File: src/rtl/hsv_core_alu_pipe.sv
// Parametrised integer ALU: stage-1 compute, freeze-on-stall delay stages, 2-entry output FIFO.
// Optional macro HSV_ALU_MINMAX_EN enables opcodes 10-13 (MIN/MAX/MINU/MAXU); otherwise they are illegal.
module hsv_core_alu_pipe #(
  parameter int XLEN   = 32,
  parameter int STAGES = 2,
  parameter int TAG_W  = 6
) (
  input  logic             clk_core,
  input  logic             rst_core_n,
  input  logic             flush_req,
  output logic             flush_ack,
  input  logic             valid_i,
  output logic             ready_o,
  input  logic [3:0]       in_op,
  input  logic [XLEN-1:0]  in_a,
  input  logic [XLEN-1:0]  in_b,
  input  logic [TAG_W-1:0] in_tag,
  output logic             valid_o,
  input  logic             ready_i,
  output logic [XLEN-1:0]  out_result,
  output logic [TAG_W-1:0] out_tag,
  output logic             out_illegal
);

  localparam int SHW = $clog2(XLEN);

  typedef enum logic [3:0] {
    OP_ADD  = 4'd0,  OP_SUB  = 4'd1,  OP_AND  = 4'd2,  OP_OR   = 4'd3,
    OP_XOR  = 4'd4,  OP_SLL  = 4'd5,  OP_SRL  = 4'd6,  OP_SRA  = 4'd7,
    OP_SLT  = 4'd8,  OP_SLTU = 4'd9,  OP_MIN  = 4'd10, OP_MAX  = 4'd11,
    OP_MINU = 4'd12, OP_MAXU = 4'd13
  } op_e;

  typedef struct packed {
    logic [XLEN-1:0]  res;
    logic [TAG_W-1:0] tag;
    logic             ill;
  } entry_t;

  logic [STAGES-1:0] s_valid_q;
  entry_t            stage_q [STAGES];
  entry_t            buf_q   [2];
  logic [1:0]        count_q, count_d;
  logic              wr_ptr_q, wr_ptr_d;
  logic              rd_ptr_q, rd_ptr_d;
  logic              flush_ack_q;

  logic              stall, accept, push, pop;
  logic              lt_s, lt_u;
  logic [SHW-1:0]    sh;
  entry_t            alu_c;

  assign stall   = (count_q == 2'd2);
  assign ready_o = ~stall & ~flush_req;
  assign accept  = valid_i & ready_o;
  assign push    = s_valid_q[STAGES-1] & ~stall;
  assign valid_o = (count_q != 2'd0);
  assign pop     = valid_o & ready_i;

  assign lt_s = $signed(in_a) < $signed(in_b);
  assign lt_u = in_a < in_b;
  assign sh   = in_b[SHW-1:0];

  // NOTE: every output of an always_comb gets a default first, so no path can infer a latch.
  always_comb begin
    alu_c.res = '0;
    alu_c.tag = in_tag;
    alu_c.ill = 1'b0;
    case (in_op)
      OP_ADD:  alu_c.res = in_a + in_b;
      OP_SUB:  alu_c.res = in_a - in_b;
      OP_AND:  alu_c.res = in_a & in_b;
      OP_OR:   alu_c.res = in_a | in_b;
      OP_XOR:  alu_c.res = in_a ^ in_b;
      OP_SLL:  alu_c.res = in_a << sh;
      OP_SRL:  alu_c.res = in_a >> sh;
      OP_SRA:  alu_c.res = $unsigned($signed(in_a) >>> sh);
      OP_SLT:  alu_c.res = {{(XLEN-1){1'b0}}, lt_s};
      OP_SLTU: alu_c.res = {{(XLEN-1){1'b0}}, lt_u};
`ifdef HSV_ALU_MINMAX_EN
      OP_MIN:  alu_c.res = lt_s ? in_a : in_b;
      OP_MAX:  alu_c.res = lt_s ? in_b : in_a;
      OP_MINU: alu_c.res = lt_u ? in_a : in_b;
      OP_MAXU: alu_c.res = lt_u ? in_b : in_a;
`endif
      default: alu_c.ill = 1'b1;
    endcase
  end

  always_comb begin
    count_d  = count_q;
    wr_ptr_d = wr_ptr_q;
    rd_ptr_d = rd_ptr_q;
    if (flush_req) begin
      count_d  = 2'd0;
      wr_ptr_d = 1'b0;
      rd_ptr_d = 1'b0;
    end else begin
      if (push) wr_ptr_d = ~wr_ptr_q;
      if (pop)  rd_ptr_d = ~rd_ptr_q;
      if (push && !pop)      count_d = count_q + 2'd1;
      else if (pop && !push) count_d = count_q - 2'd1;
    end
  end

  // NOTE: sequential state uses non-blocking assignments so every register samples pre-edge values.
  always_ff @(posedge clk_core or negedge rst_core_n) begin
    if (!rst_core_n) begin
      s_valid_q   <= '0;
      count_q     <= 2'd0;
      wr_ptr_q    <= 1'b0;
      rd_ptr_q    <= 1'b0;
      flush_ack_q <= 1'b1;
    end else begin
      flush_ack_q <= flush_req;
      count_q     <= count_d;
      wr_ptr_q    <= wr_ptr_d;
      rd_ptr_q    <= rd_ptr_d;
      if (flush_req) begin
        s_valid_q <= '0;
      end else if (!stall) begin
        s_valid_q[0] <= accept;
        for (int i = 1; i < STAGES; i++) s_valid_q[i] <= s_valid_q[i-1];
      end
    end
  end

  // NOTE: payload registers and FIFO storage are not reset; the valid bits and count alone qualify them.
  always_ff @(posedge clk_core) begin
    if (!stall) begin
      stage_q[0] <= alu_c;
      for (int i = 1; i < STAGES; i++) stage_q[i] <= stage_q[i-1];
    end
    if (push) buf_q[wr_ptr_q] <= stage_q[STAGES-1];
  end

  assign out_result  = buf_q[rd_ptr_q].res;
  assign out_tag     = buf_q[rd_ptr_q].tag;
  assign out_illegal = buf_q[rd_ptr_q].ill;
  assign flush_ack   = flush_ack_q;

endmodule

File: config.mk
export PLATFORM = sky130hd
export DESIGN_NAME = hsv_core_alu_pipe
export DESIGN_NICKNAME = d
export VERILOG_FILES = /design/src/rtl/hsv_core_alu_pipe.sv
export SDC_FILE = /design/constraint.sdc
export NUM_CORES = 1
export LEC_CHECK = 0
export ABC_CLOCK_PERIOD_IN_PS = 4200
export CAP_MARGIN = 0
export CORE_AREA = 2 2 164 166
export DETAILED_ROUTE_END_ITERATION = 16
export DIE_AREA = 0 0 166 168
export GPL_TIMING_DRIVEN = 1
export HOLD_SLACK_MARGIN = 0.02
export PLACE_DENSITY = 0.76
export SETUP_SLACK_MARGIN = 0.05
export SLEW_MARGIN = 20
export SYNTH_ARGS = -nofsm -noshare
export SYNTH_HDL_FRONTEND = slang
export SYNTH_SLANG_ARGS = --single-unit
File: constraint.sdc
create_clock -name clk_core -period 4.2 [get_ports clk_core]
set_input_delay 0.84 -clock clk_core [delete_from_list [all_inputs] [get_ports clk_core]]
set_output_delay 0.84 -clock clk_core [all_outputs]
set_load 0.01 [all_outputs]
Word-level counts from Yosys, hierarchy flattened:

Memories as Yosys holds them, arrays and structs flattened.
Index checks and enable logic that the tools add are counted.

* word-level logic and storage cells: 62
* memories kept: 2
* register bits after elaboration: 7
* bits in writable memories: 156

Memory list
* buf_q: words 2, width 39, rd ports 1, clocked after Yosys merged registers in 0, wr ports 1, line 42 `entry_t buf_q [2];`
* stage_q: words 2, width 39, rd ports 2, clocked after Yosys merged registers in 0, wr ports 2, line 41 `entry_t stage_q [STAGES];`

* shifts and indexed selects: 3
* bitwise operators: 11
* magnitude comparators: 2
* multiplexer cells: 14
* add/sub/neg operators: 4
* equal/unequal tests: 11
* reductions and logical operators: 10

Operators with widths (number)
* $pmux W32 S10: 1
* $lt A32 B32 Y1: 2
* $add A32 B32 Y32: 1
* $and A32 B32 Y32: 1
* $or A32 B32 Y32: 1
* $shl A32 B5 Y32: 1
* $shr A32 B5 Y32: 1
* $sshr A32 B5 Y32: 1
* $sub A32 B32 Y32: 1
* $xor A32 B32 Y32: 1
* $eq A4 B3 Y1 const B: 4
* $mux W2: 5
* $reduce_or A10 Y1: 1
* $eq A4 B2 Y1 const B: 2
* $eq A4 B4 Y1 const B: 2
* $mux W1: 8
* $reduce_bool A2 Y1: 3
* $and A1 B1 Y1: 4
* $eq A4 B1 Y1 const B: 1
* $logic_not A4 Y1: 1
* $not A1 Y1: 4
* $reduce_bool A3 Y1: 1
* $add A2 B1 Y2 const B: 1
* $eq A2 B2 Y1 const B: 1
* 4 further kinds: 6

Logic depth before layout (Yosys ltp):

Gate-level depths: netlist of run 1.

* word-level depth: 8
* mapped depth: 15

Worst setup path before layout of run 1:

No wires, ideal clock.

* path type: reg2reg
* from: register count_q[1]
* to: memory buf_q[0][0] (netlist bit) (enable)
* setup slack: -0.330 ns
* data required time: 3.764 ns
* clock period less this slack: 4.530 ns
* stages on the path, launching flop included: 6
* arrival time: 4.095 ns
* buffers on the path: 0
* cell sequence: dfrtp_1 -> inv_1 -> nor2_1 -> inv_1 -> nand2_1 -> nor2_1

* longest elaborated chain between the ends: 5

Ends and longest elaborated chain
* start: declaration: line 43 `logic [1:0] count_q, count_d;`
* start signal: assignment: line 116 `count_q <= count_d;`
* $eq A2 B2 Y1: line 53 `assign stall = (count_q == 2'd2);`
* $not A1 Y1: line 56 `assign push = s_valid_q[STAGES-1] & ~stall;`
* $and A1 B1 Y1: line 56
* $mux W1: line 134 `if (push) buf_q[wr_ptr_q] <= stage_q[STAGES-1];`
* $mux W1 (not written as such): line 134
* end: declaration: line 42

Every way passes these cells.

==> results of run 1 <==
==> stage by stage <==
| step | utilization | total power [mW] | worst slack, ps | TNS (ps) |
|---|---|---|---|---|
| 2_1_floorplan | - | 2.840 | 71.98 | 0 |
| 5_1_grt | 0.6410 | 5.278 | 85.49 | 0 |
| 4_1_cts | 0.6402 | 5.065 | 260.8 | 0 |
| 3_3_place_gp | 0.6175 | 3.480 | -120.8 | -364.1 |
| 3_5_place_dp | 0.6175 | 3.501 | -170.6 | -668.5 |
| 6_report | 0.6410 | 5.077 | 246.7 | 0 |
==> power groups by stage <==
| stage | Sequential (mW) | Clock, mW | Combinational, mW |
|---|---|---|---|
| after floorplan | 1.98 | 0 | 0.855 |
| after global placement | 2.00 | 0 | 1.48 |
| after detailed placement | 2.01 | 0 | 1.49 |
| after CTS | 1.98 | 1.59 | 1.50 |
| after global routing | 1.99 | 1.66 | 1.63 |
| final | 1.97 | 1.56 | 1.54 |
==> per-layer routing <==
layer	wire length (microns)	vias to the layer above
met1	18660	6158
met3	4596	180
met4	3720	0
li1	-	5841
met5	0	-
met2	22590	780
==> state kept, by name, indices dropped and copies added (netlist names) <==
name       flops
count_q        2
rd_ptr_q       1
flush_ack      1
stage_q       78
s_valid_q      2
buf_q         78
wr_ptr_q       1
==> path summary, 6_finish.rpt <==
kind                               start        endpoint  slack (ps)  cells after the start
max                              in_a[0]   stage_q[0][7]         250                     14
min                        stage_q[0][6]  stage_q[0][45]         410                      0
max reg2reg                   count_q[1]   stage_q[0][5]        2300                      4
min reg2reg                stage_q[0][6]  stage_q[0][45]         410                      0
max in group asynchronous     rst_core_n       flush_ack        3230                      1
min in group asynchronous     rst_core_n        rd_ptr_q         680                      1
==> cell type report <==
type,instances,share of cell area
Multi-Input combinational cell,1091,0.4857
Sequential cell,163,0.2878
Timing Repair Buffer,280,0.1439
Clock buffer,18,0.02600
Tap cell,341,0.02526
Inverter,98,0.02185
Clock inverter,14,0.009482
==> logic make-up after synthesis <==
group,count (synthesis)
xor gates and xnor gates,26
DFF,163
adders and majority gates,102
muxes,142
buffers and inverters,198
and+or+nand+nor,403
AOI/OAI and AO/OA,418
==> cells in the final DEF (no fill, tap or decap), types with 14 or more instances in the layout <==
cell,Yosys,layout
edfxtp_1,156,156
o21ai_0,90,90
ha_1,100,100
buf_4,4,157
inv_1,95,94
mux2_2,44,44
a22oi_1,17,17
a31oi_1,15,15
xnor2_1,18,18
mux4_2,53,53
a211oi_1,15,15
a21oi_1,114,114
o21ai_1,26,26
nand3_1,22,22
clkbuf_16,0,17
nor2b_1,14,14
clkdlybuf4s50_1,0,115
nand2_1,95,95
or3_1,21,21
o211ai_1,19,19
mux2i_1,39,39
nor3_1,32,31
nor2_1,169,167
==> critical path: stages <==
cell and delay (ps):
clkdlybuf4s50_1 530, inv_1 90, ha_1 230, fa_1 400, nor2_1 150, o211ai_1 130
a311o_1 380, a31oi_2 220, a311oi_2 170, buf_4 180, nand3_1 110, a311o_1 320
a31oi_1 130, a211o_1 230
==> results.yml, run 1 <==
timing:
  hold-worst-slack_ps: 406.4
  min_period_ps: 3953
  rsz0062_at_grt: "no"
  setup_viol: 0
  fin_skew_ps: 14.25
  fmax_mhz: 253.0
  slew_headroom: 0.3027
  fin_crit_sh: 0.9413
  final-hold-violation-count: 0
  worst_pin_slew_ps: 1046
  slew_viol_final: 0
yosys:
  synth-main-ff-cell: "edfxtp_1"
  synth_simple_gate_area_share: 0.1306
  synth_compound_area_frac: 0.1947
  synth_top_area_share: 0.3381
  synth_edf_count: 156
  yosys_warnings: 0
  synth-xor-area-share: 0.01643
  syn_inst: 1452
  synth_common_cells: "nor2_1 (169), edfxtp_1 (156), a21oi_1 (114)"
  syn_area_sq_um: 13860
  synth_cell_types: 83
  yosysSeqAreaShare: 0.3508
  ys_top_cells_by_area: "edfxtp_1 (34%), ha_1 (9.0%), mux4_2 (8.6%), nor2_1 (4.6%), a21oi_1 (4.1%)"
  ys_seq_elements: 163
  muxShareOfSynthArea: 0.1560
  synth_top_family_by_area: "compound AO/OA/AOI/OAI gates"
  synthesis.nets: 1633
  synth_area_leader_cell: "edfxtp_1"
  synth-adder-area-share: 0.09319
  syn_avg_cell_area_sq_um: 9.543
  async_flop_share: 0.04294
  yosysMostFrequentCell: "nor2_1"
global_routing:
  overflow: 0
  grt.busiest_layer: "met2"
  grt_first_pass_wirelength_microns: 75640
  antenna_found_initial: 0
  met1_usage: 0.4379
  grt_pass1_vias: 12610
  grt_util_met2: 0.5800
  grt_use_total: 0.3552
  grt_max_degree: 81
  met3_usage: 0.07193
setup_path:
  crit_fanout: 3
  startpoint_type: "input pin"
  cp.arrival_ps: 4120
  required_ps: 4370
  cp-end-kind: "flip-flop"
  critPathKind: "input pin to flip-flop"
cts:
  ctsHoldBuffers: 0
  cts_max_path_buffers: 2
  path_clk_slew_ps: 70
  clock-sinks: 163
  cts-root-buf: "clkbuf_16"
  tritoncts: "built"
  numCtsBuffers: 17
  post_cts_resized: 0
  insertion_delay_ps: 420
  postCtsSetupBuffers: 0
  h-tree-depth: 4
route:
  avgViaCountPerCell: 6.463
  drc: 0
  firstDrtPassIters: 6
  first_iter_violations: 1638
  num_vias: 12960
  drtAntennaViolNets: 0
  wl_microns: 49570
  wl_per_cell_microns: 24.72
place:
  globalplace.congestion: 1.047
  dp_hpwl_microns: 38630
  placed_area_sq_um: 16270
  placed_cells: 1972
  io_buffers: 120
final_layout:
  nets: 1832
  finalInstanceArea_sq_um: 16890
  drive_gt1_frac: 0.1881
  syn_to_final_growth_pct: 21.90
  n_antenna_cell: 0
  final_cells: 2005
  seq_area_sq_um: 4861
  multiInputGateArea_sq_um: 8204
  fillCellCount: 2186
status:
  status: "finished, final reports clean"
pwr:
  max-vdd-ir-drop_mv: 0.2689
  p_comb_frac: 0.303
  p_sw_frac: 0.3204
  p_leak_nw: 6.834
  internal_power_mw: 3.451
  power_density_nw_per_um2: 300.6
  power.switching_mw: 1.627
  clkPwrFrac: 0.308
  seqPwrFrac: 0.389
floorplan:
  die_w_microns: 166
  std_cell_rows: 60
  initial_core_util: 0.5258
  die_y_microns: 168
  core_sq_um: 26350
  io_pins: 121
  die-area_sq_um: 27890
worst_hold_path:
  hold_class: "flip-flop to flip-flop"
run:
  cap_violations: 0
No activity file was read; power rests on OpenSTA's default activity.
==> inputs of run 2 (changes only) <==
CORE_AREA = 2 2 157 159   (was 2 2 164 166)
DIE_AREA = 0 0 159 161   (was 0 0 166 168)
DONT_BUFFER_PORTS = 1   (was not set)
==> run 2 against run 1 <==
Against the previous run: total power fell by 9.1%; final cell count fell by 14%; hold slack got worse by 290 ps; sequential power barely moved; sequential cell count did not move; worst setup slack improved by 440 ps; maximum frequency rose by 13%; die area fell by 8.2%; register-to-register slack improved by 20 ps; non-clock buffer count fell by 259; first-iteration DRC count fell by 13%; clock power fell by 4%; critical endpoint unchanged.
==> results.yml, run 2 (synthesis results as in run 1) <==
final_layout:
  nets: 1573
  syn_to_final_growth_pct: 5.418
  fillCellCount: 2068
  drive_gt1_frac: 0.1210
  final_cell_mix: "nor2_1 (167), edfxtp_1 (156), a21oi_1 (114), ha_1 (100), nand2_1 (95)"
  largestRegisters: "buf_q: 78 flops, stage_q: 78 flops"
  final_cells: 1730
  final_common_cell: "nor2_1"
global_routing:
  antenna_found_initial: 0
  grt_use_total: 0.3463
  overflow: 0
  grt_max_degree: 79
  grt_pass1_vias: 10890
  grt_first_pass_wirelength_microns: 67320
cts:
  cts-root-buf: "clkbuf_16"
  post_cts_resized: 0
  ctsHoldBuffers: 0
  postCtsSetupBuffers: 0
  h-tree-depth: 4
  tritoncts: "built"
  clock-sinks: 163
  insertion_delay_ps: 410
  cts_max_path_buffers: 2
  path_clk_slew_ps: 70
  numCtsBuffers: 17
place:
  io_buffers: 0
  pre_cts_ws_ps: 247.6
  dp_hpwl_microns: 34250
  placed_cells: 1696
  globalplace.congestion: 1.050
route:
  wl_per_cell_microns: 26.17
  drc: 0
  avgViaCountPerCell: 6.795
  firstDrtPassIters: 6
  first_iter_violations: 1431
  wl_microns: 45280
  drtAntennaViolNets: 0
  num_vias: 11760
timing:
  slew_headroom: 0.3515
  fmax_mhz: 284.6
  worst_pin_slew_ps: 972.8
  slew_viol_final: 0
  fin_skew_ps: 12.00
  tns_ps: 0
  min_period_ps: 3514
  final-hold-violation-count: 0
  fin_crit_sh: 0.8366
  rsz0062_at_grt: "no"
  setup_viol: 0
  setup_ws_ps: 686.4
setup_path:
  required_ps: 4350
  reg2regPathDepth: 4
  startpoint_type: "input pin"
  crit_fanout: 5
  cp-end-kind: "flip-flop"
  critPathKind: "input pin to flip-flop"
  cp.arrival_ps: 3670
floorplan:
  core_sq_um: 23960
  die_w_microns: 159
  std_cell_rows: 57
  io_pins: 121
  die_y_microns: 161
  die-area_sq_um: 25600
  initial_core_util: 0.5782
status:
  status: "finished, final reports clean"
worst_hold_path:
  hold_class: "input pin to asynchronous set/reset pin"
pwr:
  max-vdd-ir-drop_mv: 0.2604
  p_leak_nw: 5.659
  power_density_nw_per_um2: 316.0
run:
  cap_violations: 0
==> run 2: cell types whose count changed in the layout (fill, tap and decap cells not counted), moves of 3 or more <==
cell	previous run	this run
buf_4	157	20
clkdlybuf4s50_1	115	0
buf_2	4	0
inv_6	6	2
buf_12	4	1
clkinvlp_4	0	3
inv_8	2	5
==> run 2: metal layers <==
metal  track usage  vias to the layer above  part of all wire
li1              -                     5317                 -
met1        0.4338                     5633              0.38
met2        0.5751                      681              0.47
met3       0.08243                      124              0.10
met4        0.1550                        0             0.050
met5             0                        -                 0
==> run 2: final timing paths <==
| kind | startpoint | end | slack (ps) |
|---|---|---|---|
| setup / recovery | in_a[0] | stage_q[0][7] | 690 |
| hold / removal | rst_core_n | s_valid_q[0] | 110 |
| setup reg to reg | count_q[1] | buf_q[1][12] | 2320 |
| hold reg to reg | stage_q[0][18] | stage_q[0][57] | 410 |
| max in group asynchronous | rst_core_n | flush_ack | 3920 |
| min in group clk_core | stage_q[0][18] | stage_q[0][57] | 410 |
==> run 2: where the power goes <==
part	internal, mW	total, mW	switching [mW]	leakage, nW
logic	0.449	1.15	0.705	3.69
registers	1.93	1.97	0.0429	1.70
clock network	0.796	1.49	0.695	0.278
total	3.17	4.61	1.44	5.66
==> run 2: per-stage QoR <==
stage          hold slack (ps)  area (sq um)  power [mW]  utilization
2_1_floorplan            400.3         13860       2.840            -
3_3_place_gp             400.6         14000       3.108       0.5841
3_5_place_dp             404.5         14000       3.116       0.5841
4_1_cts                  93.44         14580       4.610       0.6086
5_1_grt                  88.75         14600       4.790       0.6094
6_report                 113.4         14610       4.615       0.6095
==> run 2: cell type report <==
class | count | area [sq um] | area share
Multi-Input combinational cell | 1091 | 8210 | 0.5621
Sequential cell | 163 | 4861 | 0.3328
Clock buffer | 17 | 425.4 | 0.02912
Tap cell | 324 | 405.4 | 0.02775
Inverter | 98 | 369.1 | 0.02527
Timing Repair Buffer | 21 | 170.2 | 0.01165
Clock inverter | 15 | 162.7 | 0.01114
Antenna cell | 1 | 2.502 | 0.0001713
==> run 2: critical path: stages <==
cell	delay [ps]
inv_1	30
ha_1	220
fa_1	410
nor2_1	160
o211ai_1	140
a311o_1	380
a31oi_2	270
a311oi_2	190
buf_4	180
nand3_1	110
a311o_1	340
a31oi_1	140
a211o_1	260
==> inputs of run 3 (changes only) <==
ABC_CLOCK_PERIOD_IN_PS = 2900   (was 4200)
clock period = 2.9 ns   (was 4.2 ns; I/O delays follow)
==> run 3 against run 2 <==
Against the previous run: the run now ends with negative setup slack left; critical path depth is 1 higher; worst setup slack worse by 730 ps; sequential share of layout area is 4.0 points lower; register-to-register slack worse by 1400 ps; first-iteration DRC count is 5.3% higher; combinational power is 82% higher; hold slack better by 39 ps; critical endpoint is now stage_q[0][27]; largest cell class unchanged.
==> results.yml, run 3 (synthesis results as in run 1) <==
status:
  status: "finished with violations"
  violations: "negative setup slack"
pwr:
  power.switching_mw: 2.160
  seqPwrFrac: 0.406
  max-vdd-ir-drop_mv: 0.3409
  p_leak_nw: 6.735
  clkPwrFrac: 0.298
  p_total_mw: 7.050
  internal_power_mw: 4.890
  p_sw_frac: 0.3064
  p_comb_frac: 0.296
  power_density_nw_per_um2: 424.2
setup_path:
  cp-end-kind: "flip-flop"
  startpoint_type: "input pin"
  rr_endpoint: "stage_q[0][8]"
  cp.arrival_ps: 3090
  crit_fanout: 5
  required_ps: 3050
  critPathKind: "input pin to flip-flop"
  reg2regPathDepth: 4
  startpoint: "in_a[0]"
  rrSetupSlack_ps: 920
  r2r_start: "count_q[1]"
timing:
  min_period_ps: 2942
  fin_crit_sh: 1.014
  rsz0062_at_grt: "yes"
  slew_viol_final: 0
  slew_headroom: 0.2803
  setup_ws_ps: -41.84
  fmax_mhz: 339.9
  final-hold-violation-count: 0
  worst_pin_slew_ps: 1076
  setup_viol: 1
  fin_skew_ps: 12.78
final_layout:
  utilization: 0.6937
  finalInstanceArea_sq_um: 16620
  drive_gt1_frac: 0.2679
  final_common_cell: "buf_4"
  nets: 1788
  n_antenna_cell: 0
  final_cell_mix: "buf_4 (228), nor2_1 (165), edfxtp_1 (156), a21oi_1 (105), nand2_1 (95)"
  largestRegisters: "buf_q: 78 flops, stage_q: 78 flops"
  fillCellCount: 1876
  syn_to_final_growth_pct: 19.97
route:
  drtAntennaViolNets: 0
  first_iter_violations: 1507
  drc: 0
  num_vias: 12530
  wl_per_cell_microns: 24.16
  firstDrtPassIters: 6
  wl_microns: 46970
  avgViaCountPerCell: 6.443
global_routing:
  grt_use_total: 0.3628
  grt_max_degree: 81
  overflow: 0
  grt_first_pass_wirelength_microns: 70810
  grt_pass1_vias: 12050
  antenna_found_initial: 1
cts:
  cts-root-buf: "clkbuf_16"
  path_clk_slew_ps: 70
  cts_max_path_buffers: 2
  tritoncts: "built"
  insertion_delay_ps: 420
  clock-sinks: 163
  numCtsBuffers: 17
  h-tree-depth: 4
run:
  cap_violations: 0
place:
  globalplace.congestion: 1.050
  io_buffers: 0
  dp_hpwl_microns: 35810
  placed_area_sq_um: 15620
worst_hold_path:
  holdCritStartpoint: "flush_req"
  holdPathEnd: "flush_ack"
  hold_class: "input pin to flip-flop"
  hold_depth: 0
floorplan:
  die_w_microns: 159
  die_y_microns: 161
  std_cell_rows: 57
  io_pins: 121
  core_sq_um: 23960
  initial_core_util: 0.5782
  die-area_sq_um: 25600
-- run 3: changes by cell type in the layout (fill, tap and decap cells not counted), moves of 4 or more --
cell     change
buf_4      +208
a21oi_1      -9
ha_1         -9
a21oi_2      +7
o21ai_0      -7
o21ai_1      +6
ha_4         +5
inv_1        -5
a31oi_1      -4
ha_2         +4
-- run 3: area by class of cell --
cell class	count	area, sq um	share of cell area
sequential	163	4861	0.2924
inverter	98	397.9	0.02394
clock inverter	14	136.4	0.008205
clock buffer	18	429.2	0.02582
multi-input combinational	1091	8557	0.5148
tap	324	405.4	0.02439
timing repair buffer	236	1836	0.1104
-- run 3: how the worst max path moves through the flow --
stage	to	slack (ps)	depth (start not counted)
after floorplan	stage_q[0][37]	-470	15
after global placement	stage_q[0][37]	-550	12
after detailed placement	stage_q[0][37]	-610	12
after CTS	stage_q[0][37]	20	12
after global routing	stage_q[0][32]	-110	12
final	stage_q[0][27]	-40	14
-- run 3: critical path, cell delays in order --
cell and delay (ps):
inv_12 20, ha_4 150, fa_2 390, nor2_4 100, o211ai_1 120, a311o_1 340
a31oi_4 250, a311oi_4 150, buf_4 170, buf_6 110, o311ai_2 280, o31ai_1 140
xnor2_1 150, o221ai_1 140
-- run 3: stage by stage --
stage | worst slack, ps | cells | TNS, ps | hold WS [ps]
after floorplan | -469.1 | 1452 | -3360 | 284.4
after global placement | -545.1 | 1897 | -7180 | 284.6
after detailed placement | -605.6 | 1897 | -8246 | 284.6
after CTS | 16.14 | 1936 | 0 | 139.9
after global routing | -107.9 | 1944 | -373.6 | 131.7
final | -41.84 | 1944 | -41.84 | 152.0
-- run 3: timing repair --
item	in CTS	in global routing
resized for setup	17	46
hold buffers	1	0
setup buffers	6	8
endpoints found under the setup margin	8	15
pin swaps	18	21
hold endpoints to repair	7	0
-- run 3: routing by layer --
metal / track usage / routed length [microns] / vias to the layer above
met1: 0.4563 / 18060 / 5941
met4: 0.1851 / 2635 / 2
met2: 0.5986 / 22140 / 699
met3: 0.07422 / 4118 / 137
li1: - / - / 5747
met5: 0 / 11 / -
-- run 3: power groups by stage --
| stage | registers, mW | logic [mW] | clock network [mW] |
|---|---|---|---|
| floorplan | 2.87 | 1.27 | 0 |
| global placement | 2.89 | 1.91 | 0 |
| detailed placement | 2.91 | 1.92 | 0 |
| CTS | 2.86 | 1.96 | 2.14 |
| global route | 2.88 | 2.23 | 2.23 |
| finish | 2.86 | 2.09 | 2.10 |
